**src/rtl/stopwatch_core.sv**
```systemverilog
// Stopwatch time base: BCD mm:ss.cc counter with run/lap/pause control.
// Display, running and lap flags are all registered; no input reaches an output combinationally.
module stopwatch_core #(
    parameter int MIN_MAX = 59
) (
    input  logic       clk,
    input  logic       rst,
    input  logic       en_100hz,
    input  logic       start_stop,
    input  logic       lap_clr,
    output logic [7:0] disp_cs,
    output logic [7:0] disp_sec,
    output logic [7:0] disp_min,
    output logic       running,
    output logic       lap_active,
    output logic       ovf
);

    typedef enum logic [1:0] {
        IDLE,
        RUN,
        LAP,
        PAUSE
    } state_t;

    localparam logic [7:0] MIN_BCD = {4'(MIN_MAX / 10), 4'(MIN_MAX % 10)};

    state_t     state_q, state_d;
    logic [7:0] cs_q, cs_d;
    logic [7:0] sec_q, sec_d;
    logic [7:0] min_q, min_d;
    logic [7:0] dcs_q, dcs_d;
    logic [7:0] dsec_q, dsec_d;
    logic [7:0] dmin_q, dmin_d;
    logic       ovf_q, ovf_d;
    logic       run_q, run_d;
    logic       lap_q, lap_d;
    logic       clr;
    logic [8:0] cs_inc, sec_inc, min_inc;

    // {carry, next value}: wraps to 00 with carry once max is reached
    function automatic logic [8:0] bcd_inc(input logic [7:0] v,
                                           input logic [7:0] max);
        if (v == max) return 9'h100;
        if (v[3:0] == 4'd9) return {1'b0, v[7:4] + 4'd1, 4'd0};
        return {1'b0, v + 8'd1};
    endfunction

    assign cs_inc  = bcd_inc(cs_q, 8'h99);
    assign sec_inc = bcd_inc(sec_q, 8'h59);
    assign min_inc = bcd_inc(min_q, MIN_BCD);

    always_comb begin
        state_d = state_q;
        clr     = 1'b0;
        unique case (state_q)
            IDLE: begin
                if (start_stop) state_d = RUN;
            end
            RUN: begin
                if (start_stop)   state_d = PAUSE;
                else if (lap_clr) state_d = LAP;
            end
            LAP: begin
                if (start_stop)   state_d = PAUSE;
                else if (lap_clr) state_d = RUN;
            end
            PAUSE: begin
                if (start_stop) begin
                    state_d = RUN;
                end else if (lap_clr) begin
                    state_d = IDLE;
                    clr     = 1'b1;
                end
            end
            default: state_d = IDLE;
        endcase
    end

    always_comb begin
        cs_d  = cs_q;
        sec_d = sec_q;
        min_d = min_q;
        ovf_d = ovf_q;
        if (clr) begin
            cs_d  = 8'h00;
            sec_d = 8'h00;
            min_d = 8'h00;
            ovf_d = 1'b0;
        end else if ((state_q == RUN || state_q == LAP) && en_100hz) begin
            cs_d = cs_inc[7:0];
            if (cs_inc[8]) begin
                sec_d = sec_inc[7:0];
                if (sec_inc[8]) begin
                    min_d = min_inc[7:0];
                    if (min_inc[8]) ovf_d = 1'b1;
                end
            end
        end
    end

    // Display freezes on the pre-increment count while the registered state is LAP
    always_comb begin
        dcs_d  = dcs_q;
        dsec_d = dsec_q;
        dmin_d = dmin_q;
        if (state_q != LAP) begin
            dcs_d  = cs_q;
            dsec_d = sec_q;
            dmin_d = min_q;
        end
        run_d = (state_d == RUN) || (state_d == LAP);
        lap_d = (state_d == LAP);
    end

    always_ff @(posedge clk) begin
        if (rst) begin
            state_q <= IDLE;
            cs_q    <= 8'h00;
            sec_q   <= 8'h00;
            min_q   <= 8'h00;
            dcs_q   <= 8'h00;
            dsec_q  <= 8'h00;
            dmin_q  <= 8'h00;
            ovf_q   <= 1'b0;
            run_q   <= 1'b0;
            lap_q   <= 1'b0;
        end else begin
            state_q <= state_d;
            cs_q    <= cs_d;
            sec_q   <= sec_d;
            min_q   <= min_d;
            dcs_q   <= dcs_d;
            dsec_q  <= dsec_d;
            dmin_q  <= dmin_d;
            ovf_q   <= ovf_d;
            run_q   <= run_d;
            lap_q   <= lap_d;
        end
    end

    assign disp_cs    = dcs_q;
    assign disp_sec   = dsec_q;
    assign disp_min   = dmin_q;
    assign running    = run_q;
    assign lap_active = lap_q;
    assign ovf        = ovf_q;

endmodule

```
**config.mk**
```make
export PLATFORM = sky130hd
export DESIGN_NAME = stopwatch_core
export DESIGN_NICKNAME = d
export VERILOG_FILES = /design/src/rtl/stopwatch_core.sv
export SDC_FILE = /design/constraint.sdc
export NUM_CORES = 1
export LEC_CHECK = 0
export ABC_CLOCK_PERIOD_IN_PS = 1900
export BUFFER_PORTS_ARGS = -buffer_cell sky130_fd_sc_hd__clkbuf_2
export CAP_MARGIN = 0
export CORE_MARGIN = 2
export CORE_UTILIZATION = 30
export DETAILED_ROUTE_END_ITERATION = 10
export GPL_TIMING_DRIVEN = 0
export PLACE_DENSITY_LB_ADDON = 0.15
export SLEW_MARGIN = 10
export SYNTH_ARGS = -nofsm -noshare
export SYNTH_HDL_FRONTEND = slang
export SYNTH_SLANG_ARGS = --single-unit
export TNS_END_PERCENT = 20
```
**constraint.sdc**
```tcl
create_clock -name clk -period 1.9 [get_ports clk]
set_input_delay 0 -clock clk [delete_from_list [all_inputs] [get_ports clk]]
set_output_delay 0 -clock clk [all_outputs]
set_load 0.01 [all_outputs]
```
==> results of run 1 <==
[cell type report]
type	instances	area, um2	share of cell area [%]
Buffer	12	66.3	2.22
Clock buffer	6	72.6	2.43
Clock inverter	2	10.0	0.335
Inverter	12	45.0	1.51
Multi-Input combinational cell	199	1440	48.2
Sequential cell	53	1070	35.8
Tap cell	105	131	4.39
Timing Repair Buffer	31	155	5.19
[metrics by stage]
step	cell area, um2	util, %	power, mW	setup slack (ps)
after floorplan	2560	-	1.29	137
after global placement	2850	34.5	1.35	-144
after detailed placement	2850	34.5	1.35	-178
after CTS	2950	35.7	2.00	10.6
after global routing	2990	36.2	2.08	-50.8
final	2990	36.2	1.97	68.1
[power by group through the flow]
stage | registers (mW) | logic (mW) | clock network, mW
floorplan | 1.18 | 0.118 | 0
global placement | 1.18 | 0.174 | 0
detailed placement | 1.18 | 0.177 | 0
CTS | 1.15 | 0.190 | 0.658
global route | 1.16 | 0.217 | 0.706
finish | 1.15 | 0.193 | 0.623
[timing repair]
| action | in CTS | in global routing |
|---|---|---|
| pin swaps | 0 | 3 |
| gates cloned | 0 | 0 |
| setup endpoints to repair | 10 | 9 |
| gates resized for setup | 7 | 12 |
[sequential cells by signal, summed over array words and instances (netlist names)]
signal	flops
lap_active	1
state_q	2
min_q	8
ovf	1
disp_cs	8
disp_min	8
sec_q	8
cs_q	8
running	1
disp_sec	8
[how the worst max path moves through the flow]
| stage | from | end | slack [ps] | cells past startpoint |
|---|---|---|---|---|
| 2_1_floorplan | state_q[0]$_SDFF_PP0_ | sec_q[6]$_SDFFE_PP0P_ | 140 | 6 |
| 3_3_place_gp | state_q[0]$_SDFF_PP0_ | min_q[1]$_SDFFE_PP0P_ | -140 | 7 |
| 3_5_place_dp | state_q[0]$_SDFF_PP0_ | running$_SDFF_PP0_ | -180 | 8 |
| 4_1_cts | state_q[1]$_SDFF_PP0_ | sec_q[6]$_SDFFE_PP0P_ | 10 | 6 |
| 5_1_grt | min_q[1]$_SDFFE_PP0P_ | min_q[5]$_SDFFE_PP0P_ | -50 | 6 |
| 6_report | state_q[1]$_SDFF_PP0_ | min_q[1]$_SDFFE_PP0P_ | 70 | 7 |
[tightest hold or removal path: stages]
cell and delay, ps:
clkbuf_2 120, o31ai_1 110, nor2_1 90
[cells in the final DEF, fill, tap and decap left out, types with 6 or more instances in the layout]
cell type and n:
nor2b_1 7, inv_1 10, or3_1 7, clkbuf_1 8, ha_1 13, o21ai_0 11
mux2i_1 25, a21oi_1 14, nand4_1 6, clkbuf_2 31, dfxtp_1 48, nand2_1 13
nor2_1 37
[kinds of logic (layout without fill, tap and decap cells)]
kind of cell               count (synthesis)  count (layout)  share of synthesized area (%)
AOI/OAI and AO/OA                         47              47                           12.1
xor gates and xnor gates                   8               8                           2.73
adders and majority gates                 15              15                           7.32
buffers and inverters                     25              63                           4.25
DFF                                       53              53                           41.4
muxes                                     26              26                           10.2
and+or+nand+nor                          103             103                           22.0
[metal layers]
metal,wire length [um],GRT usage (%)
met3,268,2.56
met4,72,3.87
met5,0,0
met2,2560,20.2
met1,2920,19.5
==> impl_metrics.tcl, run 1 <==
set metrics [dict create \
    synth_area_um2 2560 \
    syn_avg_cell_area_um2 9.25 \
    portBuffers 31 \
    synth.area.top_cells "dfxtp_1 41%, mux2i_1 9.8%, ha_1 7.3%" \
    synth-edff-count 0 \
    start_util_pct 31.0 \
    peakVddDrop_uv 227 \
    core_um2 8260 \
    hold_buffers 0 \
    io-pin-count 32 \
    start_kind "flop" \
    grt_pass1_wl_um 9660 \
    synth_top_area_cell "dfxtp_1" \
    htreeDepth 2 \
    grt_pass1_vias 1846 \
    cp_max_fo 10 \
    critPathSlowestCell "dfxtp_2" \
    drive_above_1_share_pct 20.3 \
    cts_tree "done" \
    rr_startpoint "state_q[1]$_SDFF_PP0_" \
    ant_nets 0 \
    pwr-share-seq_pct 58.6 \
    p_sw_share_pct 25.3 \
    path_class "flop to flop" \
    p_int_mw 1.47 \
    layoutNonFillerInstCount 420 \
    outcome "completed" \
    synth_seq_cells 53 \
    async_flop_share_pct 0 \
    finalNetCount 334 \
    vias 2048 \
    setup_viol 0 \
    hpwl_um 4250 \
    die_height_um 96.4 \
    synthCells 277 \
    fin_tns_setup_ps 0 \
    drv_slew 0 \
    insertedDiodeCount 0 \
    r2r-end "min_q[1]$_SDFFE_PP0P_" \
    cap_violations 0 \
    syn_to_final_growth_pct 16.7 \
    switching_power_mw 0.497 \
    synth_fp_nets 297 \
    ys_seq_area_share_pct 41.4 \
    p_leak_nw 1.17 \
    synth_ff_type "dfxtp_1" \
    cts_buffers 5 \
    cp_slowest_stage_delay_ps 360 \
    r2r_setup_slack_ps 70 \
    whs_ps 47.2 \
    slew_headroom_pct 57.8 \
    track_usage_pct 13.4 \
    clk_pin_slew_worst_paths_ps 90 \
    synth_commonest_cells "53 x dfxtp_1, 37 x nor2_1, 25 x mux2i_1, 15 x a21oi_1, 15 x ha_1" \
    crit_chain "inv_2 -> ha_4 -> and4_4 -> nand4_4 -> buf_6 -> or3_1 -> a21oi_1" \
    wirelength_um 5820 \
    powerDensity_nw_per_um2 658 \
    synth_top_area_share_pct 41.4 \
    crit_family "simple AND/OR/NAND/NOR gates" \
    max_freq_mhz 546 \
    tightest_slew_ps 633 \
    rows 33 \
    rsz0062_at_grt "yes" \
    drt_iter0_drc 93 \
    period_minus_slack_ps 1830 \
    p_clk_share_pct 31.6 \
    clock_sinks 53 \
    grt_max_degree 16 \
    placed_cells 413 \
    drc_errors 0 \
    fin_crit_sh_pct 96.4 \
    r2r_cells 7 \
    yosysMostFrequentCell "dfxtp_1" \
    hold_end "state_q[0]$_SDFF_PP0_" \
    required_ps 2130 \
    path_buf_inv 2 \
    cts_buffer_depth 2 \
    grt_overflow 0 \
    min_path_type "primary input to flop" \
    hold_depth 3 \
    root_buffer "clkbuf_8" \
    crit_path_end_kind "flop" \
    clock_latency_ps 300 \
    holdCritStartpoint "start_stop" \
    drt_first_pass_iters 4 \
    critPathArrivalTime_ps 2060 \
    ys_warn_count 0 \
    combPwrFrac_pct 9.8 \
    post_cts_buffers 0 \
    fillCellCount 914 \
    viasPerCell 4.88 \
    synth_cell_type_count 49 \
    die_area_um2 9300 \
    finalClockSkew_ps 9.13 \
    gp_congestion 0.790 \
    wl_per_cell_um 13.9 \
    antenna_found_initial 0 \
    hold_viol 0 \
    fp.dieW_um 96.4 \
]
Power figures use the tool's default switching activity.
==> run 2: changes to the inputs <==
CELL_PAD_IN_SITES_DETAIL_PLACEMENT = 0   (was default)
CELL_PAD_IN_SITES_GLOBAL_PLACEMENT = 1   (was default)
CORE_MARGIN = default   (was 2)
==> run 2 against run 1 <==
  * Fmax down 2.1%
  * Clock-buffer cell count up 1
  * First-iteration DRC count shrank 25%
  * Global-route usage is 0.58 points higher
  * Die area decreased by 4.1%
  * Largest cell class unchanged
  * Register-to-register slack lost 40 ps
  * Non-clock buffer count grew 1
  * Sequential share of layout area fell by 0.31 points
  * Cell area is 0.75% higher
  * Worst hold slack worse by 4.9 ps
  * Combinational power down 2%
==> impl_metrics.tcl, run 2 (synthesized netlist as in run 1, its figures left out) <==
set metrics [dict create \
    outcome "completed" \
    cts_buffers 5 \
    hold_buffers 0 \
    crit_path_end_kind "flop" \
    grt_pass1_vias 1912 \
    cap_violations 0 \
    cts_buffer_depth 2 \
    max_freq_mhz 535 \
    path_class "flop to flop" \
    place_ws_ps -137 \
    slew_headroom_pct 59.1 \
    cp_max_fo 4 \
    wl_per_cell_um 14.0 \
    rr_startpoint "state_q[1]$_SDFF_PP0_" \
    grt_overflow 0 \
    start_util_pct 31.0 \
    clock_sinks 53 \
    powerDensity_nw_per_um2 682 \
    die_height_um 94.4 \
    track_usage_pct 14.0 \
    drive_above_1_share_pct 21.2 \
    htreeDepth 2 \
    p_leak_nw 1.17 \
    setup_viol 0 \
    period_minus_slack_ps 1870 \
    fin_crit_sh_pct 98.4 \
    hold_viol 0 \
    cts_tree "done" \
    gp_congestion 0.767 \
    min_path_type "primary input to flop" \
    rows 33 \
    grt_max_degree 16 \
    fp.dieW_um 94.4 \
    drt_iter0_drc 70 \
    hpwl_um 4160 \
    finalClockSkew_ps 10.7 \
    tightest_slew_ps 613 \
    insertedDiodeCount 0 \
    clock_latency_ps 310 \
    rsz0062_at_grt "yes" \
    r2r-end "min_q[4]$_SDFFE_PP0P_" \
    drt_first_pass_iters 4 \
    critPathArrivalTime_ps 2110 \
    fin_util_pct 36.5 \
    required_ps 2140 \
    final_common_cell "dfxtp_1" \
    syn_to_final_growth_pct 17.6 \
    vias 2076 \
    ant_nets 0 \
    clk_pin_slew_worst_paths_ps 100 \
    drc_errors 0 \
    portBuffers 31 \
    wirelength_um 5870 \
    layout_common_cells "47 x dfxtp_1, 37 x nor2_1, 31 x clkbuf_2" \
    finalPower_mw 2.06 \
    r2r_cells 6 \
    root_buffer "clkbuf_8" \
    viasPerCell 4.93 \
    critPathCapture "min_q[4]$_SDFFE_PP0P_" \
    peakVddDrop_uv 262 \
    drv_slew 0 \
    io-pin-count 32 \
    placed_cells 413 \
    layoutNonFillerInstCount 421 \
    grt_pass1_wl_um 9630 \
    critical_path.startpoint "state_q[1]$_SDFF_PP0_" \
    setup_ws_ps 29.5 \
    r2r_setup_slack_ps 30 \
    die_area_um2 8920 \
    whs_ps 42.2 \
    finalNetCount 335 \
    start_kind "flop" \
    core_um2 8260 \
    antenna_found_initial 0 \
]
run 2: cell type report:
| type | count | area, um2 |
|---|---|---|
| fill | 875 | 5250 |
| multi-input combinational | 199 | 1440 |
| sequential | 53 | 1070 |
| timing repair buffer | 32 | 163 |
| tap | 105 | 131 |
| clock buffer | 7 | 96.3 |
| buffer | 12 | 63.8 |
| inverter | 12 | 45.0 |
| clock inverter | 1 | 5.00 |
run 2: per-layer routing:
metal  track usage, %  wire (um)  part of all wire [%]  vias up
li1                 -          -                     -     1065
met1             18.9       3070                    52      978
met2             22.8       2590                    44       29
met3             2.42        157                   2.7        4
met4             3.85         56                  0.95        0
met5                0          0                     0        -
run 2: what timing repair did:
action,CTS,global route
setup buffers,0,1
gates resized for setup,8,10
setup endpoints to repair,10,8
run 2: metrics by stage:
step	instance area [um2]	setup TNS [ps]
floorplan	2560	0
global placement	2850	-641
detailed placement	2850	-686
CTS	2970	0
global route	3010	-129
finish	3010	0
run 2: critical path: stages (launching register included):
cell and delay [ps]:
dfxtp_2 360, inv_1 90, ha_4 310, and4_4 260, nand4_4 100, or4_4 540
a21oi_2 150
run 2: power breakdown:
group | switching [mW] | leakage (nW) | total [mW] | internal [mW]
clock | 0.385 | 0.0542 | 0.716 | 0.331
combinational | 0.109 | 0.681 | 0.189 | 0.0793
sequential | 0.0191 | 0.430 | 1.15 | 1.13
run 2: how the worst min path moves through the flow:
stage                from                    end  slack [ps]  cells past startpoint
3_5_place_dp   start_stop  state_q[0]$_SDFF_PP0_         350                      3
6_report       start_stop  state_q[0]$_SDFF_PP0_          40                      3
5_1_grt        start_stop  state_q[0]$_SDFF_PP0_          90                      3
2_1_floorplan  start_stop  state_q[0]$_SDFF_PP0_         170                      2
3_3_place_gp   start_stop  state_q[0]$_SDFF_PP0_         350                      3
4_1_cts        start_stop  state_q[0]$_SDFF_PP0_          20                      3
==> run 3: changes to the inputs <==
ABC_AREA = 1   (was default)
==> run 3 against run 2 <==
  * Power decreased by 4.2%
  * Critical endpoint is now min_q[7]$_SDFFE_PP0P_
  * Routed wire length increased by 4.6%
  * Clock-buffer cell count unchanged
  * Highest routed layer unchanged
  * Register-to-register slack improved by 150 ps
==> impl_metrics.tcl, run 3 <==
set metrics [dict create \
    synth_top_area_cell "dfxtp_1" \
    synth_fp_nets 359 \
    synth_commonest_cells "58 x nand2_1, 53 x dfxtp_1, 43 x nor2_1, 41 x inv_1, 39 x o21ai_0" \
    max_freq_mhz 581 \
    drc_errors 0 \
    antenna_found_initial 0 \
    tightest_slew_ps 623 \
    placed_cells 472 \
    grt_pass1_wl_um 10200 \
    min_path_type "primary input to flop" \
    outcome "completed" \
    hpwl_um 4520 \
    insertedDiodeCount 0 \
    viasPerCell 4.69 \
    ys_warn_count 0 \
    io-pin-count 32 \
    r2r_cells 10 \
    vias 2261 \
    synth_seq_cells 53 \
    hold_depth 4 \
    synth_ff_type "dfxtp_1" \
    layoutNonFillerInstCount 482 \
    cp_max_fo 10 \
    layout_common_cells "58 x nand2_1, 53 x dfxtp_1, 41 x nor2_1" \
    start_kind "flop" \
    synth_cell_type_count 29 \
    wirelength_um 6140 \
    wl_per_cell_um 12.7 \
    grt_overflow 0 \
    crit_path_end_kind "flop" \
    fin_tns_setup_ps 0 \
    hold_end "state_q[1]$_SDFF_PP0_" \
    drive_above_1_share_pct 16.1 \
    r2r_setup_slack_ps 180 \
    holdCritStartpoint "start_stop" \
    root_buffer "clkbuf_8" \
    setup_ws_ps 180 \
    cts_buffer_depth 2 \
    htreeDepth 2 \
    finalClockSkew_ps 4.34 \
    synth_area_um2 2500 \
    clock_latency_ps 310 \
    drt_first_pass_iters 4 \
    portBuffers 31 \
    drv_slew 0 \
    synthCells 339 \
    placed_cell_area_um2 2780 \
    cts_buffers 5 \
    peakVddDrop_uv 277 \
    syn_to_final_growth_pct 16.9 \
    p_leak_nw 1.29 \
    start_util_pct 31.7 \
    cts_tree "done" \
    final_common_cell "nand2_1" \
    required_ps 2110 \
    gp_congestion 0.819 \
    ys_seq_area_share_pct 42.4 \
    cap_violations 0 \
    fp.dieW_um 93.3 \
    ant_nets 0 \
    place_ws_ps 47.8 \
    yosysMostFrequentCell "nand2_1" \
    setup_viol 0 \
    die_area_um2 8710 \
    slew_headroom_pct 58.4 \
    clock_sinks 53 \
    critPathArrivalTime_ps 1930 \
    core_um2 7890 \
    rr_startpoint "state_q[1]$_SDFF_PP0_" \
    grt_max_degree 15 \
    drt_iter0_drc 67 \
    rsz0062_at_grt "yes" \
    synth_top_area_share_pct 42.4 \
    syn_avg_cell_area_um2 7.38 \
    fillCellCount 856 \
    fin_crit_sh_pct 90.5 \
    hold_viol 0 \
    synth-edff-count 0 \
    powerDensity_nw_per_um2 674 \
    synth.area.top_cells "dfxtp_1 42%, nand2_1 8.7%, o21ai_0 7.8%" \
    clk_pin_slew_worst_paths_ps 100 \
    rows 32 \
    die_height_um 93.3 \
    finalNetCount 400 \
    r2r-end "min_q[7]$_SDFFE_PP0P_" \
    track_usage_pct 15.2 \
    stdcell_area_um2 2920 \
    async_flop_share_pct 0 \
    period_minus_slack_ps 1720 \
    path_class "flop to flop" \
    grt_pass1_vias 2071 \
]
run 3: cell count changes after synthesis, sizes merged, moves of 4 or more:
cell   previous run  this run
a21oi            15        33
and2              5         0
and4              5         0
inv              12        42
mux2i            25         0
nand2            14        63
nand3             5        19
nor2             37        48
nor2b             7         0
o21ai            11        42
or3               7         0
xnor2             4         0
run 3: critical path, stage by stage, from the launching register on:
cell	delay, ps
dfxtp_1	400
inv_1	80
ha_1	310
nand2_4	90
nor2_4	130
nand2_2	120
nor2_4	140
buf_6	160
nand3_1	80
nand2_1	70
nor2_1	30
run 3: logic make-up (layout without fill, tap and decap cells):
family / after synthesis / count (layout) / synth area share [%]
buf+inv: 51 / 92 / 8.00
fa+ha+maj: 15 / 15 / 7.50
flops: 53 / 53 / 42.4
compound gates: 81 / 81 / 17.0
simple gates: 138 / 138 / 24.7
xor+xnor: 1 / 1 / 0.350
run 3: timing repair:
action	CTS	global route
resized for setup	0	9
setup buffers	0	2
endpoints found under the setup margin	0	28
hold buffers	1	0
endpoints found under the hold margin	4	0
run 3: metrics by stage:
step,hold WS [ps],utilization [%],power [mW]
after floorplan,66.7,-,1.27
after global placement,236,35.3,1.32
after detailed placement,237,35.3,1.32
after CTS,59.3,36.5,1.99
after global routing,95.8,37.1,2.06
final,68.1,37.1,1.97
run 3: cell type report:
class | instances | area (um2) | share of cell area [%]
clock buffer | 7 | 86.3 | 2.95
inverter | 43 | 168 | 5.73
multi-input combinational | 235 | 1260 | 43.2
buffer | 8 | 38.8 | 1.33
tap | 102 | 128 | 4.36
sequential | 53 | 1060 | 36.3
timing repair buffer | 34 | 180 | 6.16
run 3: where the power goes:
group          switching, mW  internal, mW  total (mW)
clock network          0.379         0.291       0.669
registers             0.0154          1.13        1.15
logic                 0.0996        0.0534       0.153
total                  0.494          1.48        1.97
run 3: layer usage:
layer,GRT usage [%],wire [um],up-vias
met5,0,0,-
met1,20.1,3030,1025
met4,5.77,170,0
met2,24.1,2740,39
li1,-,-,1188
met3,3.25,201,9
run 3: how the worst max path moves through the flow:
stage	from	to	cells past startpoint
6_report	state_q[1]$_SDFF_PP0_	min_q[7]$_SDFFE_PP0P_	10
5_1_grt	state_q[0]$_SDFF_PP0_	running$_SDFF_PP0_	8
4_1_cts	state_q[0]$_SDFF_PP0_	cs_q[6]$_SDFFE_PP0P_	9
3_5_place_dp	state_q[0]$_SDFF_PP0_	cs_q[6]$_SDFFE_PP0P_	9
3_3_place_gp	state_q[1]$_SDFF_PP0_	cs_q[5]$_SDFFE_PP0P_	9
2_1_floorplan	state_q[1]$_SDFF_PP0_	sec_q[6]$_SDFFE_PP0P_	9
